File: config.mk
export PLATFORM = sky130hd
export DESIGN_NAME = truth_table_sweeper_flat
export DESIGN_NICKNAME = d
export VERILOG_FILES = /design/src/rtl/tt_pkg.sv /design/src/rtl/truth_table_sweeper_if.sv /design/src/rtl/tt_settle_timer.sv /design/src/rtl/truth_table_sweeper.sv /design/src/flat_wrapper.sv
export SDC_FILE = /design/constraint.sdc
export NUM_CORES = 1
export LEC_CHECK = 0
export ABC_CLOCK_PERIOD_IN_PS = 1840
export CORE_UTILIZATION = 35
export CTS_BUF_LIST = sky130_fd_sc_hd__clkbuf_16
export CTS_CLUSTER_SIZE = 8
export DETAILED_ROUTE_END_ITERATION = 7
export GPL_TIMING_DRIVEN = 0
export PLACE_DENSITY_LB_ADDON = 0.12
export SLEW_MARGIN = 10
export SYNTH_ARGS = -nofsm -noshare
export SYNTH_HDL_FRONTEND = slang
export SYNTH_HIERARCHICAL = 1
export SYNTH_SLANG_ARGS = --single-unit
File: constraint.sdc
create_clock -name clk -period 1.84 [get_ports clk]
set_input_delay 0.368 -clock clk [delete_from_list [all_inputs] [get_ports clk]]
set_output_delay 0.368 -clock clk [all_outputs]
set_load 0.02 [all_outputs]
File: src/rtl/tt_pkg.sv
// Shared types and sizing helpers for the truth-table sweeper.
package tt_pkg;

  typedef enum logic [1:0] {
    IDLE = 2'd0,
    RUN  = 2'd1,
    DONE = 2'd2
  } state_e;

  // Truth-table width for an n_in-input function.
  function automatic int unsigned tt_width(input int unsigned n_in);
    return 32'd1 << n_in;
  endfunction

  // Bits needed for a counter running 0..settle-1 (at least one bit).
  function automatic int unsigned settle_cnt_w(input int unsigned settle);
    return (settle <= 1) ? 1 : $clog2(settle);
  endfunction

endpackage

File: src/rtl/truth_table_sweeper_if.sv
// Requester / function-under-test bundle for truth_table_sweeper.
// Optional compare signals exist only when TT_COMPARE_EN is defined.
interface truth_table_sweeper_if #(
  parameter int unsigned N_IN = 4
);
  import tt_pkg::*;

  localparam int unsigned TW = tt_width(N_IN);

  logic            start;
  logic            busy;
  logic            done;
  logic [N_IN-1:0] x;
  logic            f;
  logic [TW-1:0]   table_q;
`ifdef TT_COMPARE_EN
  logic [TW-1:0]   expected;
  logic            pass;
  logic [N_IN-1:0] first_fail;
`endif

`ifdef TT_COMPARE_EN
  modport master (
    output start, f, expected,
    input  busy, done, x, table_q, pass, first_fail
  );
  modport slave (
    input  start, f, expected,
    output busy, done, x, table_q, pass, first_fail
  );
`else
  modport master (
    output start, f,
    input  busy, done, x, table_q
  );
  modport slave (
    input  start, f,
    output busy, done, x, table_q
  );
`endif

endinterface

File: src/rtl/tt_settle_timer.sv
// Settle-window counter: runs 0..SETTLE-1 while enabled, pulses tc on the
// last count and wraps to 0.
module tt_settle_timer
  import tt_pkg::*;
#(
  parameter int unsigned SETTLE = 2
) (
  input  logic clk,
  input  logic rst,
  input  logic clear,
  input  logic en,
  output logic tc
);

  localparam int unsigned   CW   = settle_cnt_w(SETTLE);
  localparam logic [CW-1:0] LAST = CW'(SETTLE - 1);

  logic [CW-1:0] cnt_q;

  assign tc = en && (cnt_q == LAST);

  // Count while enabled; clear on reset or a new sweep.
  always_ff @(posedge clk) begin
    if (rst || clear) begin
      cnt_q <= '0;
    end else if (en) begin
      cnt_q <= tc ? '0 : cnt_q + CW'(1);
    end
  end

endmodule

File: src/rtl/truth_table_sweeper.sv
// Exhaustive truth-table sweeper: drives x = 0..2^N_IN-1, holds each vector
// for SETTLE cycles and captures f into table_q.
// Optional golden compare enabled by defining TT_COMPARE_EN.
module truth_table_sweeper
  import tt_pkg::*;
#(
  parameter int unsigned N_IN   = 4,
  parameter int unsigned SETTLE = 2
) (
  input  logic                  clk,
  input  logic                  rst,
  truth_table_sweeper_if.slave  bus
);

  localparam int unsigned     TW       = tt_width(N_IN);
  localparam logic [N_IN:0]   LAST_IDX = (N_IN + 1)'(TW - 1);

  state_e          state_q, state_d;
  logic [N_IN:0]   idx_q;
  logic [TW-1:0]   table_q;
  logic            accept;
  logic            run_en;
  logic            tc;
  logic            last;
  logic            busy;
  logic            done;
  logic [N_IN-1:0] x;

  assign accept = (state_q == IDLE) && bus.start;
  assign run_en = (state_q == RUN);
  assign last   = tc && (idx_q == LAST_IDX);

  tt_settle_timer #(.SETTLE(SETTLE)) u_timer (
    .clk   (clk),
    .rst   (rst),
    .clear (accept),
    .en    (run_en),
    .tc    (tc)
  );

  // State register.
  always_ff @(posedge clk) begin
    if (rst) state_q <= IDLE;
    else     state_q <= state_d;
  end

  // Next-state and state-decoded outputs.
  always_comb begin
    state_d = state_q;
    busy    = 1'b0;
    done    = 1'b0;
    x       = '0;
    case (state_q)
      IDLE: begin
        if (bus.start) state_d = RUN;
      end
      RUN: begin
        busy = 1'b1;
        x    = idx_q[N_IN-1:0];
        if (last) state_d = DONE;
      end
      DONE: begin
        done    = 1'b1;
        state_d = IDLE;
      end
      default: state_d = IDLE;
    endcase
  end

  // Vector index and truth-table capture.
  always_ff @(posedge clk) begin
    if (rst || accept) begin
      idx_q   <= '0;
      table_q <= '0;
    end else if (run_en && tc) begin
      table_q[idx_q[N_IN-1:0]] <= bus.f;
      if (!last) idx_q <= idx_q + (N_IN + 1)'(1);
    end
  end

  assign bus.busy    = busy;
  assign bus.done    = done;
  assign bus.x       = x;
  assign bus.table_q = table_q;

`ifdef TT_COMPARE_EN
  logic [TW-1:0]   table_final;
  logic [TW-1:0]   mismatch;
  logic [N_IN-1:0] ff_d;
  logic            found;
  logic            pass_q;
  logic [N_IN-1:0] ff_q;

  // Result is registered at the last sample edge so it is already valid in
  // the DONE cycle; the final bit therefore comes straight from f.
  always_comb begin
    table_final       = table_q;
    table_final[TW-1] = bus.f;
    mismatch          = table_final ^ bus.expected;
    ff_d              = '0;
    found             = 1'b0;
    for (int unsigned i = 0; i < TW; i++) begin
      if (!found && mismatch[i]) begin
        ff_d  = N_IN'(i);
        found = 1'b1;
      end
    end
  end

  // Compare result register, held until the next start or reset.
  always_ff @(posedge clk) begin
    if (rst || accept) begin
      pass_q <= 1'b0;
      ff_q   <= '0;
    end else if (run_en && last) begin
      pass_q <= !found;
      ff_q   <= ff_d;
    end
  end

  assign bus.pass       = pass_q;
  assign bus.first_fail = ff_q;
`endif

endmodule
File: src/flat_wrapper.sv
// flat-port wrapper written by rule: the top's interface ports become plain ports
module truth_table_sweeper_flat import tt_pkg::*;
#(
  parameter int unsigned N_IN   = 4,
  parameter int unsigned SETTLE = 2
)
  (clk, rst, bus_start, bus_f, bus_busy, bus_done, bus_x, bus_table_q);
  truth_table_sweeper_if #(.N_IN(N_IN)) bus_i ();
  input  logic clk;
  input  logic rst;
  input wire logic [$bits(bus_i.start)-1:0] bus_start;
  input wire logic [$bits(bus_i.f)-1:0] bus_f;
  output wire logic [$bits(bus_i.busy)-1:0] bus_busy;
  output wire logic [$bits(bus_i.done)-1:0] bus_done;
  output wire logic [$bits(bus_i.x)-1:0] bus_x;
  output wire logic [$bits(bus_i.table_q)-1:0] bus_table_q;
  assign bus_i.start = bus_start;
  assign bus_i.f = bus_f;
  assign bus_busy = bus_i.busy;
  assign bus_done = bus_i.done;
  assign bus_x = bus_i.x;
  assign bus_table_q = bus_i.table_q;
  truth_table_sweeper #(.N_IN(N_IN), .SETTLE(SETTLE)) u_core (.clk(clk), .rst(rst), .bus(bus_i));
endmodule
==> flow_metrics.env, run 1 <==
export IMPL_status="completed"
export IMPL_synth_fp_nets=142
export IMPL_clk_latency_ps=260
export IMPL_ant_nets=0
export IMPL_htree_num_levels=1
export IMPL_antenna_found_initial=0
export IMPL_syn_inst=133
export IMPL_rows=21
export IMPL_layout_drive_gt1_share_pct=19.4
export IMPL_synth_cell_types=34
export IMPL_drv_slew=0
export IMPL_comb_power_share_pct=7.9
export IMPL_max_slew_margin_rel_pct=73.6
export IMPL_whs_endpoint="u_core/bus.table_q[3]"
export IMPL_synth_top_cell_area_share_pct=38.4
export IMPL_clock_fmax_mhz=566
export IMPL_fin_area_um2=1770
export IMPL_worstPathRequired_ps=1470
export IMPL_core_um2=3390
export IMPL_finalCriticalPeriod_ps=1770
export IMPL_power_density_nw_per_um2=708
export IMPL_yosysTopAreaCell="dfxtp_1"
export IMPL_dpl_cell_area_um2=1560
export IMPL_yosys_top_cells_area="dfxtp_1 38%, mux2i_1 9.6%, nand3b_1 7.2%, ha_1 5.0%, nand2_1 4.8%"
export IMPL_avgViaCountPerCell=5.02
export IMPL_whs_ps=479
export IMPL_dieArea_um2=3810
export IMPL_cts_path_max_buffers=2
export IMPL_initial_core_util_pct=36.9
export IMPL_gp_congestion=0.776
export IMPL_cp_end_kind="primary output"
export IMPL_crit_chain="nor2b_4 > buf_4 > and2_1 > clkdlybuf4s15_1"
export IMPL_hold_depth=2
export IMPL_setup_viol=0
export IMPL_use_met2_pct=26.3
export IMPL_die_w_um=61.8
export IMPL_hold_viol=0
export IMPL_r2r_slack_ps=80
export IMPL_cts_root_buf="clkbuf_16"
export IMPL_die_y_um=61.8
export IMPL_ir_drop_mv=0.423
export IMPL_tns_ps=0
export IMPL_syn2layout_area_growth_pct=41.5
export IMPL_yosysMostFrequentCell="dfxtp_1"
export IMPL_synth_ff_type="dfxtp_1"
export IMPL_worst_pin_slew_ps=396
export IMPL_grt_overflow_total=0
export IMPL_grt_max_degree=15
export IMPL_drc=0
export IMPL_arrival_ps=1400
export IMPL_switching_share_pct=19.5
export IMPL_cts_tree="yes"
export IMPL_r2r_end="u_core/idx_q[2]"
export IMPL_power_switching_uw=245
export IMPL_final_setup_skew_ps=3.41
export IMPL_synth_edf_count=0
export IMPL_seq_power_share_pct=42.2
export IMPL_crit_path_start_kind="register"
export IMPL_clockPowerShare_pct=49.8
export IMPL_vias=1085
export IMPL_io_buffers=25
export IMPL_grt_pass1_vias=988
export IMPL_synth_common_cells="24 x dfxtp_1, 16 x nand2_1, 12 x mux2i_1, 12 x nand3b_1, 9 x a21oi_1"
export IMPL_seq_area_frac_synth_pct=38.4
export IMPL_async_reset_ff_share_pct=0
export IMPL_io_pins=26
export IMPL_utilization_pct=52.2
export IMPL_avgSynthCellArea_um2=9.40
export IMPL_cell_internal_pwr_uw=1010
export IMPL_grt_total_usage_pct=16.6
export IMPL_grt_busiest_layer="met2"
export IMPL_syn_area_um2=1250
export IMPL_diodes=0
export IMPL_drt_iter0_markers=47
export IMPL_reg2reg_from="u_core/state_q[0]"
export IMPL_cts_reportedPaths_clkPinSlew_ps=70
export IMPL_grt_pass1_wl_mm=4.58
export IMPL_synth_seq_cells=24
export IMPL_firstDrtPassIters=4
export IMPL_dp_final_hpwl_mm=2.00
export IMPL_cts_sinks=24
export IMPL_nFillCells=322
export IMPL_cp_slowest_cell="dfxtp_4"
export IMPL_wl_per_cell_um=13.9
export IMPL_final_nets=180
export IMPL_worst_path_max_fanout=9
export IMPL_wirelength_mm=3.00
export IMPL_max_cap_violations=0
export IMPL_crit_type="register to primary output"
export IMPL_cts_buffers=3
export IMPL_grt_use_met3_pct=3.93
export IMPL_ys_warn_count=6
export IMPL_hold_class="register to register"
export IMPL_r2r_cells=7
export IMPL_hp_start="u_core/bus.table_q[3]"
export IMPL_finalCritPeriodShare_pct=96.0
export IMPL_leakage_uw=0.000744
export IMPL_met1_usage_pct=23.3
export IMPL_max_stage_delay_ps=390
[power groups by stage]
stage / Combinational, uW / Sequential [uW] / Clock, uW
after floorplan: 52.3 / 538 / 0
after global placement: 78.3 / 540 / 0
after detailed placement: 79.0 / 540 / 0
after CTS: 89.1 / 529 / 635
after global routing: 107 / 529 / 657
final: 99.4 / 528 / 624
[critical path, delay by kind of cell, from the launching register on]
kind,cells,cell delay [ps]
buffers and inverters,2,430
flip-flops,1,390
AND/OR/NAND/NOR,2,320
[worst max path at each step]
stage               cells past startpoint                    end  slack (ps)               from
floorplan                               5        u_core/idx_q[3]          80  u_core/state_q[0]
CTS                                     6        u_core/idx_q[3]          -2    u_core/idx_q[0]
global route                            8  u_core/bus.table_q[3]         -20  u_core/state_q[0]
detailed placement                      3               bus_x[3]        -230  u_core/state_q[0]
global placement                        3               bus_x[1]        -200  u_core/state_q[0]
finish                                  4               bus_x[3]          70  u_core/state_q[0]
[logic make-up after synthesis]
| group | count (synthesis) | synth area share [%] |
|---|---|---|
| AO/OA/AOI/OAI | 16 | 7.61 |
| XOR/XNOR | 1 | 0.701 |
| adder cells (fa/ha/maj) | 5 | 5.01 |
| buffers and inverters | 12 | 6.01 |
| flip-flops | 24 | 38.4 |
| multiplexers | 12 | 9.61 |
| AND/OR/NAND/NOR | 63 | 32.6 |
[final cells by class]
class / instances / area (um^2) / share of cell area [%]
multi-input combinational: 97 / 724 / 40.9
buffer: 7 / 61.3 / 3.47
timing repair buffer: 34 / 318 / 18.0
sequential: 24 / 488 / 27.6
inverter: 4 / 15.0 / 0.849
tap: 46 / 57.6 / 3.25
clock buffer: 3 / 75.1 / 4.24
clock inverter: 1 / 30.0 / 1.70
[cells in the final DEF, fill, tap and decap left out, types with 2 or more instances in the layout]
cell	Yosys	routed
nand2_1	16	16
ha_1	5	3
dfxtp_1	24	20
a21oi_1	9	9
dfxtp_2	0	3
inv_1	4	4
and2_1	5	5
buf_4	1	10
a21bo_2	2	2
or3_1	2	2
clkdlybuf4s15_1	0	3
mux2i_1	12	12
o21ai_0	3	3
clkdlybuf4s50_1	0	19
ha_2	0	2
nand3_1	7	7
nor2b_1	3	2
dlygate4sd2_1	0	2
and4b_1	4	4
buf_6	2	2
nand3b_1	12	12
clkbuf_16	0	3
nor2_1	2	2
[through the flow]
step / instances / setup slack, ps / total power [uW]
global route: 216 / -16.2 / 1290
CTS: 213 / -1.93 / 1250
finish: 216 / 74.3 / 1250
floorplan: 133 / 76.7 / 591
detailed placement: 204 / -228 / 619
global placement: 204 / -199 / 618
[layer usage]
metal	up-vias	share of wire, %
li1	540	-
met1	518	50
met2	25	47
met3	2	2.8
met4	0	0.33
met5	-	0
[state kept, by name, summed over array words and instances, names as in the netlist]
register / count
u_core/bus.table_q: 16
u_core/idx_q: 5
u_core/state_q: 2
u_core/u_timer/cnt_q: 1
[repair_timing]
| action | in CTS | in global routing |
|---|---|---|
| hold buffers | 0 | 0 |
| pin swaps | 1 | 0 |
| endpoints found under the setup margin | 25 | 14 |
| resized for setup | 11 | 13 |
| setup buffers | 6 | 3 |
Power figures use the tool's default switching activity.
==> run 2, diff against run 1 <==
--- a/config.mk
+++ b/config.mk
@@ -15,5 +15,4 @@
 export SLEW_MARGIN = 10
 export SYNTH_ARGS = -nofsm -noshare
 export SYNTH_HDL_FRONTEND = slang
-export SYNTH_HIERARCHICAL = 1
 export SYNTH_SLANG_ARGS = --single-unit
==> flow_metrics.env, run 2 <==
export IMPL_cp_slowest_cell="dfxtp_2"
export IMPL_max_slew_margin_rel_pct=71.0
export IMPL_cts_path_max_buffers=2
export IMPL_cts_root_buf="clkbuf_16"
export IMPL_clk_latency_ps=260
export IMPL_clock_fmax_mhz=573
export IMPL_top_register="u_core.bus.table_q"
export IMPL_rows=21
export IMPL_yosys_top_cells_area="dfxtp_1 38%, mux2i_1 9.4%, nand3b_1 7.7%, ha_1 4.9%, nand2_1 4.1%"
export IMPL_synth_edf_count=0
export IMPL_reg_largest_list="u_core.bus.table_q x16, u_core.idx_q x5, u_core.state_q x2"
export IMPL_crit_type="register to primary output"
export IMPL_yosysTopAreaCell="dfxtp_1"
export IMPL_grt_max_degree=15
export IMPL_crit_path_start_kind="register"
export IMPL_syn2layout_area_growth_pct=33.0
export IMPL_syn_inst=133
export IMPL_layout_drive_gt1_share_pct=19.3
export IMPL_status="completed"
export IMPL_tns_ps=0
export IMPL_cts_buffers=3
export IMPL_power_density_nw_per_um2=726
export IMPL_core_um2=3420
export IMPL_ir_drop_mv=0.413
export IMPL_grt_pass1_vias=1070
export IMPL_grt_overflow_total=0
export IMPL_dp_final_hpwl_mm=2.21
export IMPL_avgSynthCellArea_um2=9.57
export IMPL_synth_common_cells="24 x dfxtp_1, 14 x nand2_1, 13 x nand3b_1"
export IMPL_final_setup_skew_ps=3.78
export IMPL_finalCritPeriodShare_pct=94.9
export IMPL_diodes=0
export IMPL_final_common_cell="dfxtp_1"
export IMPL_final_nets=171
export IMPL_wirelength_mm=2.90
export IMPL_hold_class="register to register"
export IMPL_die_y_um=62.3
export IMPL_synth_top_cell_area_share_pct=37.8
export IMPL_htree_num_levels=1
export IMPL_hold_buffers=0
export IMPL_initial_core_util_pct=37.3
export IMPL_io_buffers=25
export IMPL_max_cap_violations=0
export IMPL_seq_area_frac_synth_pct=37.8
export IMPL_synth_cell_types=33
export IMPL_cp_end_kind="primary output"
export IMPL_io_pins=26
export IMPL_utilization_pct=49.6
export IMPL_grt_total_usage_pct=16.6
export IMPL_power_total_uw=1230
export IMPL_arrival_ps=1380
export IMPL_finalCriticalPeriod_ps=1750
export IMPL_worst_pin_slew_ps=435
export IMPL_drv_slew=0
export IMPL_antenna_found_initial=0
export IMPL_cts_tree="yes"
export IMPL_max_stage_delay_ps=370
export IMPL_yosysMostFrequentCell="dfxtp_1"
export IMPL_cts_reportedPaths_clkPinSlew_ps=60
export IMPL_synth_ff_type="dfxtp_1"
export IMPL_die_w_um=62.3
export IMPL_leakage_uw=0.000702
export IMPL_whs_ps=477
export IMPL_layout_common_cells="20 x dfxtp_1, 19 x clkdlybuf4s50_1, 14 x nand2_1"
export IMPL_ys_warn_count=0
export IMPL_dieArea_um2=3880
export IMPL_vias=1055
export IMPL_avgViaCountPerCell=5.10
export IMPL_async_reset_ff_share_pct=0
export IMPL_hold_viol=0
export IMPL_worst_path_max_fanout=10
export IMPL_largest_reg_flops=16
export IMPL_syn_area_um2=1270
export IMPL_worstPathRequired_ps=1470
export IMPL_synth_fp_nets=142
export IMPL_wl_per_cell_um=14.0
export IMPL_fin_area_um2=1690
export IMPL_firstDrtPassIters=5
export IMPL_drt_iter0_markers=44
export IMPL_setup_viol=0
export IMPL_synth_seq_cells=24
export IMPL_gp_congestion=0.808
export IMPL_dpl_cell_area_um2=1580
export IMPL_rsz0062_at_grt="false"
export IMPL_crit_chain="buf_6 > and2b_1 > buf_2 > dlygate4sd2_1"
export IMPL_ant_nets=0
export IMPL_grt_pass1_wl_mm=5.20
export IMPL_drc=0
export IMPL_cts_sinks=24
==> run 2: logic make-up after synthesis <==
family / synth area share [%]
compound gates: 8.06
xor+xnor: 0.688
fa+ha+maj: 4.92
buf+inv: 6.49
flops: 37.8
mux: 9.44
simple gates: 32.6
==> run 2: timing repair <==
action | in CTS | in global routing
pin swaps | 0 | 1
resized for setup | 19 | 10
setup buffers | 0 | 0
cloned | 0 | 0
setup endpoints to repair | 8 | 5
==> run 2: worst paths after layout <==
check | depth (start not counted) | slack [ps] | end | startpoint
setup / recovery | 4 | 90 | bus_busy | u_core.state_q[0]
hold / removal | 2 | 480 | u_core.bus.table_q[3] | u_core.bus.table_q[3]
setup reg to reg | 6 | 100 | u_core.idx_q[3] | u_core.idx_q[0]
hold reg to reg | 2 | 480 | u_core.bus.table_q[3] | u_core.bus.table_q[3]
==> run 2: where the power goes <==
group	total [uW]	leakage [uW]	switching [uW]	internal [uW]
Clock	624	0.0000511	192	433
Sequential	527	0.000196	4.08	523
Combinational	78.4	0.000455	44.5	33.9
==> run 2: final cells by class <==
type	count	area (um^2)
timing repair buffer	25	228
inverter	3	11.3
clock buffer	3	75.1
sequential	24	488
clock inverter	1	30.0
buffer	10	68.8
fill	334	1720
tap	46	57.6
multi-input combinational	95	734
==> run 2: per-stage QoR <==
stage,setup WS (ps),cells
6_report,93.6,207
5_1_grt,16.1,207
4_1_cts,1.99,207
3_5_place_dp,-129,204
3_3_place_gp,-86.3,204
2_1_floorplan,77.0,133
==> run 2: per-layer routing <==
| layer | vias to the layer above | track usage, % | wire [um] |
|---|---|---|---|
| met1 | 508 | 22.3 | 1430 |
| met2 | 22 | 28.3 | 1370 |
| li1 | 521 | - | - |
| met4 | 0 | 4.36 | 31 |
| met3 | 4 | 1.84 | 70 |
| met5 | - | 0 | 0 |
==> run 2: worst max-delay path, delay by kind of cell (launching register included) <==
kind / cells / cell delay [ps]
buf+inv: 3 / 630
flops: 1 / 370
simple gates: 1 / 110
==> run 3, diff against run 2 <==
--- a/config.mk
+++ b/config.mk
@@ -8,6 +8,7 @@
 export ABC_CLOCK_PERIOD_IN_PS = 1840
 export CORE_UTILIZATION = 35
 export CTS_BUF_LIST = sky130_fd_sc_hd__clkbuf_16
+export CTS_CLUSTER_DIAMETER = 40
 export CTS_CLUSTER_SIZE = 8
 export DETAILED_ROUTE_END_ITERATION = 7
 export GPL_TIMING_DRIVEN = 0
==> results of run 3 <==
Same layout as run 2: the final DEF is identical, and so are final timing and power.
==> RTL edit 1: new RTL, settings of run 2 <==
Encoding of `state_e`: now one-hot (3 bits for 3 states).
--- a/src/rtl/tt_pkg.sv
+++ b/src/rtl/tt_pkg.sv
@@ -1,10 +1,10 @@
 // Shared types and sizing helpers for the truth-table sweeper.
 package tt_pkg;
 
-  typedef enum logic [1:0] {
-    IDLE = 2'd0,
-    RUN  = 2'd1,
-    DONE = 2'd2
+  typedef enum logic [2:0] {
+    IDLE = 3'b001,
+    RUN  = 3'b010,
+    DONE = 3'b100
   } state_e;
 
   // Truth-table width for an n_in-input function.
Function: no difference found for any inputs over 10 cycles, from zero or initial values and one cycle with rst high; not proved beyond that.
==> RTL edit 1 against run 2 <==
Sequential power grew 4.6%. Wire length shrank 3.6%. Sequential cell count grew 1. Critical path depth shrank 1. Sequential share of layout area grew 1.4 points. Clock power shrank 22%. Die area shrank 0.85%. Total power shrank 11%. Hold slack gained 0.0049 ns. Design area shrank 1.7%. Area after synthesis shrank 0.88%. Setup slack lost 0.018 ns. Critical endpoint unchanged. Largest power group is now registers. Highest routed layer unchanged.
==> RTL edit 1: results (changes against run 2) <==
metric;value;unit;change
status;finished, final reports clean;;
nets@finish;176;;+2.9%
Place WS;-0.120;ns;+0.00943 ns
Hold Slack;0.482;ns;+0.00486 ns
Post-Synthesis Net Count;146;;+2.8%
WL met3;99;um;+41%
met2 wire length;1.23;mm;-10%
post-route insts no fill;212;;+2.4%
Overall Global Routing Usage;16.6;%;-0.032 points
M1 WL;1.41;mm;-1.7%
Worst EP arrival;1.40;ns;+0.02 ns
Worst Hold Path EP;u_core.bus.table_q[14]$_SDFFE_PP0P_;;
share of cells above drive strength 1;10.8;%;-8.4 points
met3 usage;2.69;%;+0.85 points
Post-CTS Setup Repair Bufs;2;;+2
post-place instance area;1570;sq um;-0.71%
actual slew at the worst max-slew pin;0.379;ns;-0.0557 ns
Pwr Density;661;nW/um^2;-9.0%
Leakage Power;0.656;nW;-6.6%
flop-to-flop setup slack;0.14;ns;+0.04 ns
clock skew;0.00207;ns;-0.00171 ns
vias in the first global route;1023;;-4.4%
Largest regs;u_core.bus.table_q (16), u_core.idx_q (5), u_core.state_q (3);;
DRT Pass-1 Iters;4;;-1
Clock power frac;44.4;%;-6.4 points
Reg-to-Reg Start;u_core.idx_q[1]$_SDFFE_PP0P_;;
Yosys cell types;28;;-15%
post_cts resized;8;;-11
Synth Area per Inst;9.21;sq um;-3.8%
GPL Wtd Cong;0.785;;-2.8%
met2 Use GR;26.3;%;-2.0 points
[RTL edit 1: changes by cell type in the layout (fill, tap and decap cells not counted), moves of 4 or more]
| cell | change |
|---|---|
| nand2_1 | -13 |
| nand3_1 | +8 |
| and4b_1 | -5 |
| clkdlybuf4s15_1 | +4 |
[RTL edit 1: logic make-up after synthesis]
group           share of synthesized area [%]
simple gates                             31.2
flops                                    39.7
compound gates                           6.55
buf+inv                                  5.75
mux                                      11.1
fa+ha+maj                                4.96
xor+xnor                                0.695
[RTL edit 1: worst register-to-register path, stage by stage (launching register included)]
cell and delay (ns):
dfxtp_1 0.36, ha_2 0.23, nand3_1 0.11, inv_1 0.07
ha_2 0.23, or4_1 0.51, a21oi_1 0.14
[RTL edit 1: layout make-up]
cell class,count,area (sq um)
sequential,25,503
multi-input combinational,96,699
tap,46,57.6
clock inverter,1,5.00
clock buffer,3,75.1
buffer,9,46.3
inverter,5,18.8
timing repair buffer,27,259
fill,336,1730
==> RTL edit 2: new RTL, settings of run 2 <==
Without the edit above. `SETTLE` is set to 2 in 3 places; all go to 1.
--- a/src/rtl/tt_settle_timer.sv
+++ b/src/rtl/tt_settle_timer.sv
@@ -3,7 +3,7 @@
 module tt_settle_timer
   import tt_pkg::*;
 #(
-  parameter int unsigned SETTLE = 2
+  parameter int unsigned SETTLE = 1
 ) (
   input  logic clk,
   input  logic rst,
--- a/src/rtl/truth_table_sweeper.sv
+++ b/src/rtl/truth_table_sweeper.sv
@@ -5,7 +5,7 @@
   import tt_pkg::*;
 #(
   parameter int unsigned N_IN   = 4,
-  parameter int unsigned SETTLE = 2
+  parameter int unsigned SETTLE = 1
 ) (
   input  logic                  clk,
   input  logic                  rst,
--- a/src/flat_wrapper.sv
+++ b/src/flat_wrapper.sv
@@ -2,7 +2,7 @@
 module truth_table_sweeper_flat import tt_pkg::*;
 #(
   parameter int unsigned N_IN   = 4,
-  parameter int unsigned SETTLE = 2
+  parameter int unsigned SETTLE = 1
 )
   (clk, rst, bus_start, bus_f, bus_busy, bus_done, bus_x, bus_table_q);
   truth_table_sweeper_if #(.N_IN(N_IN)) bus_i ();
Behaviour: not the same (a bounded check fails within 4 cycles, from zero or initial values and one cycle with rst high).
==> RTL edit 2 against run 2 <==
The run now ends with negative setup slack left. Clock power barely moved. Register-to-register slack got worse by 0.19 ns. Sequential share of layout area fell by 1.3 points. Maximum frequency fell by 9.7%. Design area rose by 5.1%. Sequential cell count did not move. Area after synthesis fell by 5.4%. First-iteration DRC count fell by 14%. Total power rose by 1.7%. Combinational power rose by 28%. Count of clock-buffer cells in the layout did not move. Wire length rose by 8.1%. Setup slack got worse by 0.19 ns.
==> RTL edit 2: results (changes against run 2) <==
metric;value;unit;change
vias in the first global route;1109;;+3.6%
Place WS;-0.353;ns;-0.224 ns
failing checks;negative setup slack;;
met2 Use GR;34.4;%;+6.1 points
Mapped Cells;129;;-3.0%
register area share after synthesis;39.9;%;+2.2 points
WL met3;96;um;+37%
post-place instance area;1520;sq um;-4.0%
DR vias/cell;5.11;;+0.25%
Leakage Power;0.699;nW;-0.40%
nets@finish;176;;+2.9%
DRT Pass-1 Iters;6;;+1
met3 usage;5.97;%;+4.1 points
share of cells above drive strength 1;24.1;%;+4.8 points
Detailed Route WL;3.14;mm;+8.1%
status;complete, but fails checks;;
main area contributors after synthesis;dfxtp_1, mux2i_1, nand3b_1;;
Inst Count DP;198;;-2.9%
Slew HR;68.8;%;-2.1 points
Final HPWL DP;2.09;mm;-5.1%
met1 usage;22.8;%;+0.59 points
TritonCTS Buffers;3;;unchanged
Final setup violation count;2;;+2
largest fanout on the critical path;3;;-7
Commonest cells post-synth;dfxtp_1, nand2_1, nand3b_1;;
Post-Synthesis Net Count;138;;-2.8%
Sum Neg Setup Slack;-0.0996;ns;-0.0996 ns
First DRT Iteration DRCs;38;;-14%
final setup margin;-0.0933;ns;-0.187 ns
Overall Global Routing Usage;19.5;%;+2.8 points
Yosys cell types;29;;-12%
clock skew;0.00310;ns;-0.000679 ns
M1 WL;1.37;mm;-4.1%
first-pass GRT wire length;5.20;mm;-0.13%
IR drop worst, VDD;0.784;mV;+90%
wire per inst;14.9;um;+6.6%
## RTL edit 2: path summary, 6_finish.rpt
path         slack (ns)                                 end                                from
max               -0.09        u_core.idx_q[3]$_SDFFE_PP0P_        u_core.idx_q[0]$_SDFFE_PP0P_
min                0.48  u_core.bus.table_q[3]$_SDFFE_PP0P_  u_core.bus.table_q[3]$_SDFFE_PP0P_
max reg2reg       -0.09        u_core.idx_q[3]$_SDFFE_PP0P_        u_core.idx_q[0]$_SDFFE_PP0P_
min reg2reg        0.48  u_core.bus.table_q[3]$_SDFFE_PP0P_  u_core.bus.table_q[3]$_SDFFE_PP0P_
## RTL edit 2: repair_timing
item / 4_1_cts / 5_1_grt
gates resized for setup: 31 / 6
endpoints found under the hold margin: 0 / 0
setup endpoints to repair: 20 / 20
pin swaps: 6 / 4
buffers inserted: 8 / 1
gates cloned: 0 / 0
## RTL edit 2: report_power, final
part	internal (mW)	leakage, nW	total [mW]	switching [mW]
Combinational	0.0469	0.452	0.100	0.0533
Clock	0.433	0.0511	0.623	0.191
Sequential	0.524	0.196	0.528	0.00425
## RTL edit 2: worst max-delay path, stage by stage, from the launching register on
cell and delay, ns:
dfxtp_4 0.35, ha_4 0.16, and3_4 0.15, ha_4 0.16, or4b_4 0.48, or3_4 0.41
a21oi_2 0.14
## RTL edit 2: kinds of logic (layout without fill, tap and decap cells)
logic type	count (synthesis)	after routing	share of synthesized area, %
simple gates	61	61	33.0
mux	12	12	9.98
flops	24	24	39.9
fa+ha+maj	5	5	5.20
buf+inv	11	48	4.05
compound gates	16	16	7.90
## RTL edit 2: area by class of cell
type	count	area, sq um
clock buffer	3	75.1
buffer	7	57.6
tap	44	55.1
multi-input combinational	94	727
fill	301	1370
inverter	3	11.3
clock inverter	1	30.0
sequential	24	490
timing repair buffer	34	333
